==> src/rtl/imem_ctrl_pkg.sv <==
// Shared types and constants for the instruction-memory access controller.
// Word accesses are four little-endian byte beats on a byte-wide array.
package imem_ctrl_pkg;

    typedef enum logic [1:0] {
        IDLE  = 2'd0,
        READ  = 2'd1,
        WRITE = 2'd2,
        DONE  = 2'd3
    } state_e;

    localparam logic GRANT_FETCH = 1'b0;
    localparam logic GRANT_LOAD  = 1'b1;

    localparam int unsigned BEATS_PER_WORD = 4;
    localparam int unsigned BEAT_W         = 2;
    localparam int unsigned BYTE_W         = 8;
    localparam int unsigned WORD_W         = 32;

    // Little-endian byte lane select: lane 0 is bits [7:0].
    function automatic logic [BYTE_W-1:0] byte_lane(input logic [WORD_W-1:0] word,
                                                    input logic [BEAT_W-1:0] lane);
        return word[{lane, 3'b000} +: BYTE_W];
    endfunction

endpackage

==> src/rtl/imem_access_ctrl.sv <==
// Arbitrates fetch and loader access to a byte-wide instruction array and
// sequences each word access as four byte beats (read assembles, write scatters).
module imem_access_ctrl
    import imem_ctrl_pkg::*;
#(
    parameter int unsigned ADDR_W = 12
) (
    input  logic              clk,
    input  logic              reset,
    input  logic              fetch_req,
    input  logic [31:0]       fetch_addr,
    output logic              fetch_valid,
    output logic [31:0]       fetch_data,
    input  logic              load_req,
    input  logic [31:0]       load_addr,
    input  logic [31:0]       load_data,
    output logic              load_ack,
    output logic [ADDR_W-1:0] mem_addr,
    output logic              mem_we,
    output logic [7:0]        mem_wdata,
    input  logic [7:0]        mem_rdata,
    output logic              busy
);

    localparam int unsigned WADDR_W = ADDR_W - 2;

    state_e               r_state;
    state_e               w_state_nxt;
    logic [BEAT_W-1:0]    r_beat;
    logic [BEAT_W-1:0]    w_beat_nxt;
    logic                 r_last_grant;
    logic                 w_last_nxt;
    logic [WADDR_W-1:0]   r_addr;
    logic [WADDR_W-1:0]   w_addr_nxt;
    logic [WORD_W-1:0]    r_data;
    logic [WORD_W-1:0]    w_data_nxt;
    logic [23:0]          r_rbuf;

    logic                 r_fetch_valid;
    logic                 w_fetch_valid_nxt;
    logic [WORD_W-1:0]    r_fetch_data;
    logic                 r_load_ack;
    logic                 w_load_ack_nxt;
    logic [ADDR_W-1:0]    r_mem_addr;
    logic [ADDR_W-1:0]    w_mem_addr_nxt;
    logic                 r_mem_we;
    logic                 w_mem_we_nxt;
    logic [BYTE_W-1:0]    r_mem_wdata;
    logic [BYTE_W-1:0]    w_mem_wdata_nxt;
    logic                 r_busy;
    logic                 w_busy_nxt;

    logic                 w_grant_fetch;
    logic                 w_grant_load;
    logic                 w_last_beat;
    logic                 w_unused_addr_bits;

    // Round-robin on a tie: the side that did not win last time goes first.
    assign w_grant_fetch = fetch_req & (~load_req | (r_last_grant == GRANT_LOAD));
    assign w_grant_load  = load_req & ~w_grant_fetch;
    assign w_last_beat   = (r_beat == BEAT_W'(BEATS_PER_WORD - 1));

    assign w_unused_addr_bits = ^{fetch_addr[31:ADDR_W], fetch_addr[1:0],
                                  load_addr[31:ADDR_W], load_addr[1:0]};

    always_ff @(posedge clk) begin
        if (reset) begin
            r_state <= IDLE;
        end else begin
            r_state <= w_state_nxt;
        end
    end

    always_comb begin
        w_state_nxt       = r_state;
        w_beat_nxt        = r_beat;
        w_last_nxt        = r_last_grant;
        w_addr_nxt        = r_addr;
        w_data_nxt        = r_data;
        w_fetch_valid_nxt = 1'b0;
        w_load_ack_nxt    = 1'b0;
        unique case (r_state)
            IDLE: begin
                w_beat_nxt = '0;
                if (w_grant_fetch) begin
                    w_state_nxt = READ;
                    w_addr_nxt  = fetch_addr[ADDR_W-1:2];
                    w_last_nxt  = GRANT_FETCH;
                end else if (w_grant_load) begin
                    w_state_nxt = WRITE;
                    w_addr_nxt  = load_addr[ADDR_W-1:2];
                    w_data_nxt  = load_data;
                    w_last_nxt  = GRANT_LOAD;
                end
            end
            READ, WRITE: begin
                w_beat_nxt = r_beat + 2'd1;
                if (w_last_beat) begin
                    w_state_nxt       = DONE;
                    w_fetch_valid_nxt = (r_state == READ);
                    w_load_ack_nxt    = (r_state == WRITE);
                end
            end
            DONE: begin
                w_state_nxt = IDLE;
            end
            default: begin
                w_state_nxt = IDLE;
            end
        endcase
    end

    // Array strobes are registered from the next-state view so they line up with each beat.
    always_comb begin
        w_mem_addr_nxt  = '0;
        w_mem_we_nxt    = 1'b0;
        w_mem_wdata_nxt = '0;
        if ((w_state_nxt == READ) || (w_state_nxt == WRITE)) begin
            w_mem_addr_nxt = {w_addr_nxt, w_beat_nxt};
        end
        if (w_state_nxt == WRITE) begin
            w_mem_we_nxt    = 1'b1;
            w_mem_wdata_nxt = byte_lane(w_data_nxt, w_beat_nxt);
        end
    end

    assign w_busy_nxt = (w_state_nxt != IDLE);

    always_ff @(posedge clk) begin
        if (reset) begin
            r_beat        <= '0;
            r_last_grant  <= GRANT_LOAD;
            r_addr        <= '0;
            r_data        <= '0;
            r_fetch_valid <= 1'b0;
            r_load_ack    <= 1'b0;
            r_mem_addr    <= '0;
            r_mem_we      <= 1'b0;
            r_mem_wdata   <= '0;
            r_busy        <= 1'b0;
        end else begin
            r_beat        <= w_beat_nxt;
            r_last_grant  <= w_last_nxt;
            r_addr        <= w_addr_nxt;
            r_data        <= w_data_nxt;
            r_fetch_valid <= w_fetch_valid_nxt;
            r_load_ack    <= w_load_ack_nxt;
            r_mem_addr    <= w_mem_addr_nxt;
            r_mem_we      <= w_mem_we_nxt;
            r_mem_wdata   <= w_mem_wdata_nxt;
            r_busy        <= w_busy_nxt;
        end
    end

    // Read lanes collect per beat; the fetched word only changes when beat 3 lands.
    always_ff @(posedge clk) begin
        if (reset) begin
            r_rbuf       <= '0;
            r_fetch_data <= '0;
        end else if (r_state == READ) begin
            unique case (r_beat)
                2'd0: r_rbuf[7:0]   <= mem_rdata;
                2'd1: r_rbuf[15:8]  <= mem_rdata;
                2'd2: r_rbuf[23:16] <= mem_rdata;
                2'd3: r_fetch_data  <= {mem_rdata, r_rbuf};
                default: r_rbuf     <= r_rbuf;
            endcase
        end
    end

    assign fetch_valid = r_fetch_valid;
    assign fetch_data  = r_fetch_data;
    assign load_ack    = r_load_ack;
    assign mem_addr    = r_mem_addr;
    assign mem_we      = r_mem_we;
    assign mem_wdata   = r_mem_wdata;
    assign busy        = r_busy;

endmodule
==> config.mk <==
export PLATFORM = sky130hd
export DESIGN_NAME = imem_access_ctrl
export DESIGN_NICKNAME = d
export VERILOG_FILES = /design/src/rtl/imem_ctrl_pkg.sv /design/src/rtl/imem_access_ctrl.sv
export SDC_FILE = /design/constraint.sdc
export NUM_CORES = 1
export LEC_CHECK = 0
export CAP_MARGIN = 20
export CORE_MARGIN = 1
export CORE_UTILIZATION = 43
export CTS_CLUSTER_DIAMETER = 150
export CTS_CLUSTER_SIZE = 40
export DETAILED_ROUTE_END_ITERATION = 10
export PLACE_DENSITY = 0.82
export SYNTH_ARGS = -nofsm -noshare
export SYNTH_HDL_FRONTEND = slang
export SYNTH_SLANG_ARGS = --single-unit
==> constraint.sdc <==
create_clock -name clk -period 2.5 [get_ports clk]
set_clock_uncertainty 0.05 [all_clocks]
set_input_delay 0.375 -clock clk [delete_from_list [all_inputs] [get_ports clk]]
set_output_delay 0.375 -clock clk [all_outputs]
set_load 0.05 [all_outputs]
; ---- After elaboration in Yosys (flattened, before gate mapping)
; Index checks and enable logic that the tools add are counted.
[totals]
latch_bits = 0
ramBits = 0
out_inout_bits = 56
inputBits = 108
rom_bits = 0
n_memories = 0
wordCells = 62
register_bits = 127
[classes]
eq_ne = 8
order_cmp = 0
bitwise_logic = 9
n_shift = 1
mux = 14
multipliers = 0
n_reduce_logical = 14
div = 0
add_sub_neg = 1
[op_table]
columns = op, n
row1 = $mux W32, 3
row2 = $shiftx A32 B6 Y8, 1
row3 = $mux W10, 3
row4 = $eq A2 B2 Y1 const B, 5
row5 = $reduce_and A2 Y1, 5
row6 = $eq A2 B1 Y1 const B, 3
row7 = $mux W2, 3
row8 = $not A1 Y1, 6
row9 = $pmux W2 S3, 1
row10 = $reduce_or A2 Y1, 3
row11 = $logic_not A2 Y1, 2
row12 = $pmux W2 S2, 1
row13 = $reduce_bool A2 Y1, 2
row14 = $mux W1, 3
row15 = $reduce_or A3 Y1, 1
row16 = $add A2 B1 Y2 const B, 1
row17 = $and A1 B1 Y1, 2
row18 = $logic_or A1 B1 Y1, 1
row19 = $or A1 B1 Y1, 1

; ---- Depth between registers and ports, before layout
; Gate-level depths: netlist of run 1.
[depth]
word_depth = 12
ltp_mapped = 13
depth_no_buf = 11

; ---- Least setup slack after synthesis of run 1
; OpenSTA, ideal clock, no wires.
[synth_path]
path_kind = register -> register
start = register r_state[0]
end = register r_mem_wdata[6], in the netlist mem_wdata[6]
t_required_ns = 2.371
setup_ns = 0.079
path_slack_ns = 0.119
path_stages_with_launch = 14
synth_period_minus_slack_ns = 2.381
path_buffers = 2
arrival_time_ns = 2.252
path_cell_list = dfxtp_1 -> inv_1 -> ha_1 -> buf_2 -> nor2_1 -> a31oi_1 -> o21ai_0 -> inv_1 -> ha_1 -> nor2b_1 -> a21boi_2 -> buf_4 -> o211ai_1 -> o211ai_1
[synth_via]
elab_chain_len = 6
word_cells_on_any_way = 15
classes_between = 4 x eq/ne / 1 x shift / 6 x mux / 1 x bitwise / 3 x reduce/logical
[synth_rtl]
columns = item, line_no
row1 = from (decl), imem_access_ctrl.sv:27  ; state_e r_state;
row2 = from (signal assigned), imem_access_ctrl.sv:70  ; r_state <= w_state_nxt;
row3 = $eq A2 B1 Y1 or $eq A2 B2 Y1 (tied branches), imem_access_ctrl.sv:82  ; unique case (r_state)
row4 = $reduce_or A2 Y1, imem_access_ctrl.sv:82
row5 = $pmux W2 S3 (*), imem_access_ctrl.sv:82
row6 = net w_state_nxt[1], imem_access_ctrl.sv:28  ; state_e w_state_nxt;
row7 = $eq A2 B2 Y1 (*), imem_access_ctrl.sv:121  ; if (w_state_nxt == WRITE) begin
row8 = $not A1 Y1 (no line) (*), n/a
row9 = $reduce_or A2 Y1 (no line) (*), n/a
row10 = to (signal assigned), imem_access_ctrl.sv:150  ; r_mem_wdata <= w_mem_wdata_nxt;
row11 = to (decl), imem_access_ctrl.sv:48  ; logic [BYTE_W-1:0] r_mem_wdata;
; The timed path passes the listed nets; every way through them passes the cells marked *.
; A chain may end at the register's enable or synchronous reset.

; ---- Final worst setup path of run 1
[layout_path]
start = register r_state[1]
end = register r_mem_wdata[2], in the netlist mem_wdata[2]
[layout_via]
elab_chain_len = 6
word_cells_on_any_way = 15
classes_between = 4 x eq/ne / 1 x shift / 6 x mux / 1 x bitwise / 3 x reduce/logical
[layout_rtl]
columns = item, line_no
row1 = $eq A2 B1 Y1 (tied with other cells), imem_access_ctrl.sv:82
row2 = $reduce_or A2 Y1 or $mux W2 (tied branches), "imem_access_ctrl.sv:82, imem_access_ctrl.sv:85"
row3 = $pmux W2 S3 (*), imem_access_ctrl.sv:82
row4 = net w_state_nxt[1], imem_access_ctrl.sv:28
row5 = $eq A2 B2 Y1 (*), imem_access_ctrl.sv:121
row6 = $not A1 Y1 (no line) (*), n/a
row7 = $reduce_or A2 Y1 (no line) (*), n/a
; Marked as above.

==> results.json, run 1 <==
{
  "status": "finished, final reports clean",
  "postLayoutCoreUtil_pct": 60.1,
  "ys_top_cells_by_area": "dfxtp_1, nand2_1, a21oi_1",
  "clockBufferDepth": 2,
  "drv_slew": 0,
  "worstSetupPathType": "flip-flop to flip-flop",
  "seq_area_frac_synth_pct": 44.6,
  "finalSetupViolCount": 0,
  "pin_count": 164,
  "start_util_pct": 44.6,
  "cts_root_buffer": "clkbuf_16",
  "vias_per_cell": 5.43,
  "cts_buffers": 17,
  "layout_commonest_cell": "nand2_1",
  "crit_arrival_ns": 2.57,
  "ant_nets": 0,
  "post-place-ws_ns": -0.0683,
  "hold_depth": 2,
  "synth_top_cell_by_area": "dfxtp_1",
  "coreArea_mm2": 0.0128,
  "synth_top_area_share_pct": 44.6,
  "finalHoldViolCount": 0,
  "path_delay_family": "compound AO/OA/AOI/OAI gates",
  "synthToLayoutAreaGrowth_pct": 34.8,
  "gp_congestion": 0.808,
  "drtPass1Iterations": 7,
  "port_buffers": 119,
  "crit_path_cell_trace": "inv_1 -> ha_1 -> nor2_1 -> a21oi_1 -> o21ai_0 -> inv_1 -> ha_1 -> nor2b_2 -> a21boi_2 -> buf_12 -> o211ai_1 -> o211ai_1",
  "fin_nets": 899,
  "r2r_setup_slack_ns": 0.16,
  "critPathMaxStageDelay_ns": 0.38,
  "rows": 41,
  "grt_max_degree": 67,
  "antenna_found_initial": 0,
  "tns_ns": 0,
  "drt_iter0_markers": 570,
  "max_cap_violations": 0,
  "async_flop_share_pct": 0,
  "grt_pass1_wl_mm": 23.2,
  "fin_ws_ns": 0.161,
  "antennaDiodeCount": 0,
  "rr_worst_depth": 12,
  "ys_ff_latch": 127,
  "min_period_ns": 2.34,
  "grtUsageTotal_pct": 22.0,
  "die_width_um": 117,
  "startpoint": "r_state[1]$_SDFF_PP0_",
  "insertion_delay_ns": 0.42,
  "r2r-start": "r_state[1]$_SDFF_PP0_",
  "min_from": "reset",
  "ys_warn_count": 0,
  "hp-class": "input pin to flip-flop",
  "synthesis.nets": 796,
  "peakVddDrop_uv": 654,
  "start_kind": "flip-flop",
  "r2r_end": "mem_wdata[2]$_SDFF_PP0_",
  "crit_path_end_kind": "flip-flop",
  "synth-edff-count": 0,
  "syn_inst": 677,
  "timing.fmax_mhz": 428,
  "rsz0062_at_grt": "no",
  "h-tree-depth": 4,
  "max-slew-margin-rel_pct": 51.0,
  "ys.flop_type": "dfxtp_1",
  "period_share_pct": 93.6,
  "die_y_um": 117,
  "cp_slowest_cell": "dfxtp_1",
  "cellPowerDensity_mw_per_mm2": 1000,
  "die_area_mm2": 0.0137,
  "hpwl_mm": 9.44,
  "holdWs_ns": 0.341,
  "post_cts.repair.setup_buffers": 0,
  "layout_common_cells": "nand2_1, dfxtp_1, clkdlybuf4s50_1",
  "cp.required_ns": 2.74,
  "clkSinkCount": 127,
  "ys_types": 38,
  "crit_buf_inv": 3,
  "avgSynthCellArea_um2": 8.42,
  "wl_per_cell_um": 15.0,
  "drc": 0,
  "drive_gt1_share_pct": 7.94,
  "grt_pass1_vias": 4827,
  "gr-total-overflow": 0,
  "hold_end": "r_beat[1]$_SDFF_PP0_",
  "syn-cell-area_mm2": 0.00570,
  "worstMarginPinSlew_ns": 0.730,
  "cts_hold_buf": 0,
  "path_max_fanout": 16,
  "clkTransAtPathRegs_ns": 0.05,
  "cts_tree": "done",
  "num_vias": 5237,
  "wl_mm": 14.4,
  "power_leakage_nw": 2.75
}
## final cells by class
class,instances,area [µm²]
Clock inverter,9,133
Multi-Input combinational cell,484,2860
Sequential cell,127,2540
Timing Repair Buffer,143,1430
Fill cell,1103,5090
Clock buffer,23,478
Inverter,7,26.3
Tap cell,172,215
## logic make-up (layout without fill, tap and decap cells)
logic type	Yosys count	after routing	synth area share, %
adders and majority gates	11	11	2.42
AOI/OAI and AO/OA	178	178	19.8
DFF	127	127	44.6
muxes	24	24	4.22
and+or+nand+nor	271	271	23.6
buffers and inverters	66	182	5.29
## timing repair
| item | in CTS | in global routing |
|---|---|---|
| gates resized for setup | 0 | 2 |
| hold endpoints to repair | 0 | 0 |
| setup endpoints to repair | 0 | 8 |
## routing by layer
layer  routed length (µm)  global-route usage, %  vias to the layer above
met2                 6840                   34.8                      149
li1                     -                      -                     2585
met5                    0                      0                        -
met1                 6390                   27.8                     2480
met3                  909                   6.80                       23
met4                  303                   9.62                        0
## Yosys cell counts (2+ instances only)
library cell	n
clkbuf_1	35
ha_1	11
a21oi_1	102
a31oi_1	2
or4bb_1	15
buf_2	12
o21ai_0	3
buf_1	5
nand2_1	162
o221ai_1	16
nand2b_1	17
a32oi_1	9
nor2_1	6
nand3_1	24
nand4_1	9
nor2b_1	3
o211ai_2	4
mux2i_1	24
inv_1	6
o211ai_1	20
dfxtp_1	127
buf_6	4
buf_4	2
and3_1	18
and2_1	13
a21boi_0	16
## registers in the layout, summed over array words and instances, names as in the netlist
signal        flops
fetch_data       32
r_last_grant      1
mem_wdata         8
fetch_valid       1
r_data           32
r_beat            2
r_addr           10
r_state           2
mem_addr         12
r_rbuf           24
mem_we            1
busy              1
load_ack          1
## per-stage QoR
step                total power [mW]  area, µm²  std cells
detailed placement              5.21       7070        933
global route                    8.12       7680        965
floorplan                       4.36       5700        677
global placement                5.16       7070        933
CTS                             7.74       7680        965
finish                          7.70       7680        965
## power breakdown
part	leakage, nW	internal (mW)	total, mW	switching [mW]
Clock	0.293	1.65	2.52	0.875
Combinational	1.43	1.08	2.79	1.71
Sequential	1.03	2.28	2.39	0.110
## how the worst max path moves through the flow
stage	endpoint	slack [ns]	cells past startpoint
2_1_floorplan	mem_wdata[6]$_SDFF_PP0_	0.12	13
5_1_grt	mem_wdata[2]$_SDFF_PP0_	0.003	12
6_report	mem_wdata[2]$_SDFF_PP0_	0.16	12
3_3_place_gp	mem_wdata[2]$_SDFF_PP0_	0.03	11
4_1_cts	mem_wdata[2]$_SDFF_PP0_	0.07	11
3_5_place_dp	mem_wdata[2]$_SDFF_PP0_	-0.07	11
Power figures use the tool's default switching activity.
==> run 2, diff against run 1 <==
--- a/config.mk
+++ b/config.mk
@@ -6,12 +6,12 @@
 export NUM_CORES = 1
 export LEC_CHECK = 0
 export CAP_MARGIN = 20
-export CORE_MARGIN = 1
+export CORE_MARGIN = 1.5
 export CORE_UTILIZATION = 43
 export CTS_CLUSTER_DIAMETER = 150
-export CTS_CLUSTER_SIZE = 40
 export DETAILED_ROUTE_END_ITERATION = 10
 export PLACE_DENSITY = 0.82
+export RECOVER_POWER = 50
 export SYNTH_ARGS = -nofsm -noshare
 export SYNTH_HDL_FRONTEND = slang
 export SYNTH_SLANG_ARGS = --single-unit
==> run 2 against run 1 <==
Compared with the run above:
- register-to-register slack barely moved
- critical endpoint is now mem_wdata[4]$_SDFF_PP0_
- via count decreased by 1.5%
- sequential power hardly changed
- combinational power is essentially flat
- highest routed layer unchanged
- die area rose by 1.7%
- worst hold slack improved by 0.0030 ns
- total power fell by 0.75%
- sequential share of layout area increased by 0.26 points
- maximum frequency decreased by 1.3%
==> results.json, run 2 (synthesis gave the netlist of run 1 again) <==
{
  "die_area_mm2": 0.0140,
  "die_width_um": 118,
  "multi_input_area_mm2": 0.00286,
  "placedCellCount": 933,
  "crit_path_cell_trace": "clkdlybuf4s50_1 -> buf_4 -> a21boi_1 -> clkbuf_2 -> and2_1 -> clkbuf_2 -> o211ai_1 -> o211ai_1",
  "ant_nets": 0,
  "layout_commonest_cell": "nand2_1",
  "clkSinkCount": 127,
  "max_cap_violations": 0,
  "crit_arrival_ns": 2.64,
  "postLayoutCoreUtil_pct": 59.7,
  "antenna_found_initial": 0,
  "rr_worst_depth": 7,
  "start_kind": "input pin",
  "min_period_ns": 2.37,
  "cts_buffers": 17,
  "clockBufferDepth": 2,
  "vias_per_cell": 5.35,
  "gr-total-overflow": 0,
  "hold_depth": 2,
  "gp_congestion": 0.788,
  "layout.cells.non_filler": 965,
  "crit_buf_inv": 4,
  "port_buffers": 119,
  "n_fill_cell": 1104,
  "antennaDiodeCount": 0,
  "drc": 0,
  "grt_pass1_wl_mm": 23.8,
  "grtUsageTotal_pct": 21.2,
  "cp.required_ns": 2.77,
  "grt_max_degree": 63,
  "crit_path_end_kind": "flip-flop",
  "regArea_mm2": 0.00254,
  "power_leakage_nw": 2.73,
  "hp-class": "input pin to flip-flop",
  "post_cts.repair.setup_buffers": 0,
  "wl_mm": 14.5,
  "synthToLayoutAreaGrowth_pct": 33.7,
  "drt_iter0_markers": 470,
  "clkTransAtPathRegs_ns": 0.05,
  "drive_gt1_share_pct": 7.82,
  "cp_slowest_cell": "clkbuf_2",
  "cellPowerDensity_mw_per_mm2": 1000,
  "worstSetupPathType": "input pin to flip-flop",
  "fin_nets": 899,
  "post-place-ws_ns": -0.0677,
  "status": "finished, final reports clean",
  "hpwl_mm": 9.31,
  "start_util_pct": 44.6,
  "peakVddDrop_uv": 851,
  "max-slew-margin-rel_pct": 43.1,
  "post_dp_cell_area_mm2": 0.00704,
  "worstMarginPinSlew_ns": 0.853,
  "timing.fmax_mhz": 422,
  "drv_slew": 0,
  "path_delay_family": "buffers and inverters",
  "cp_num_cells": 8,
  "pin_count": 164,
  "h-tree-depth": 4,
  "critPathMaxStageDelay_ns": 0.65,
  "period_share_pct": 94.8,
  "grt_pass1_vias": 4801,
  "rows": 41,
  "final_area_mm2": 0.00762,
  "die_y_um": 118,
  "cts_tree": "done",
  "wl_per_cell_um": 15.1,
  "num_vias": 5160,
  "layout_common_cells": "nand2_1, dfxtp_1, clkdlybuf4s50_1",
  "drtPass1Iterations": 4,
  "fin_ws_ns": 0.130,
  "finalSetupViolCount": 0,
  "cts_root_buffer": "clkbuf_16",
  "insertion_delay_ns": 0.41,
  "finalHoldViolCount": 0,
  "path_max_fanout": 40,
  "coreArea_mm2": 0.0128
}
==> run 2: changes by cell type in the layout (fill, tap and decap cells not counted), moves of 2 or more <==
cell and delta:
clkbuf_2 +4, buf_4 -3, clkbuf_1 +2, buf_12 -3
==> run 2: worst paths after layout <==
check / start / endpoint / slack (ns)
worst max-delay path: load_req / mem_wdata[4]$_SDFF_PP0_ / 0.13
worst min-delay path: reset / r_data[15]$_SDFF_PP0_ / 0.34
worst max register to register: r_state[1]$_SDFF_PP0_ / mem_wdata[4]$_SDFF_PP0_ / 0.15
worst min register to register: r_data[19]$_SDFF_PP0_ / r_data[19]$_SDFF_PP0_ / 0.40
==> run 2: metal layers <==
metal | part of all wire [%] | global-route usage [%]
met3 | 6.1 | 6.44
met5 | 0 | 0
met4 | 2.3 | 8.54
met1 | 44 | 27.1
met2 | 48 | 33.3
==> run 2: through the flow <==
| step | power (mW) | setup TNS [ns] | hold slack [ns] |
|---|---|---|---|
| floorplan | 4.36 | 0 | 0.382 |
| global placement | 5.16 | 0 | 0.388 |
| detailed placement | 5.19 | -0.269 | 0.392 |
| CTS | 7.70 | 0 | 0.309 |
| global route | 8.06 | -0.0254 | 0.338 |
| finish | 7.65 | 0 | 0.344 |
==> run 2: report_power, final <==
group | internal [mW] | total (mW) | switching, mW
clock | 1.62 | 2.50 | 0.883
sequential | 2.28 | 2.39 | 0.109
combinational | 1.04 | 2.76 | 1.72
total | 4.94 | 7.65 | 2.71
==> run 2: cell type report <==
type	instances	area share, %
inverters	7	0.345
clock inverters	10	1.79
well taps	172	2.82
flip-flops and latches	127	33.4
clock buffers	22	6.09
repair buffers	143	18.0
multi-input cells	484	37.6
==> run 2: what timing repair did <==
item,4_1_cts,5_1_grt
setup endpoints to repair,0,8
hold buffers,0,0
gates resized for setup,0,5
==> run 3, diff against run 2 <==
--- a/config.mk
+++ b/config.mk
@@ -9,7 +9,9 @@
 export CORE_MARGIN = 1.5
 export CORE_UTILIZATION = 43
 export CTS_CLUSTER_DIAMETER = 150
+export CTS_CLUSTER_SIZE = 24
 export DETAILED_ROUTE_END_ITERATION = 10
+export HOLD_SLACK_MARGIN = 0.03
 export PLACE_DENSITY = 0.82
 export RECOVER_POWER = 50
 export SYNTH_ARGS = -nofsm -noshare
==> results of run 3 <==
The final DEF is identical to that of run 2; final timing and power are the same.
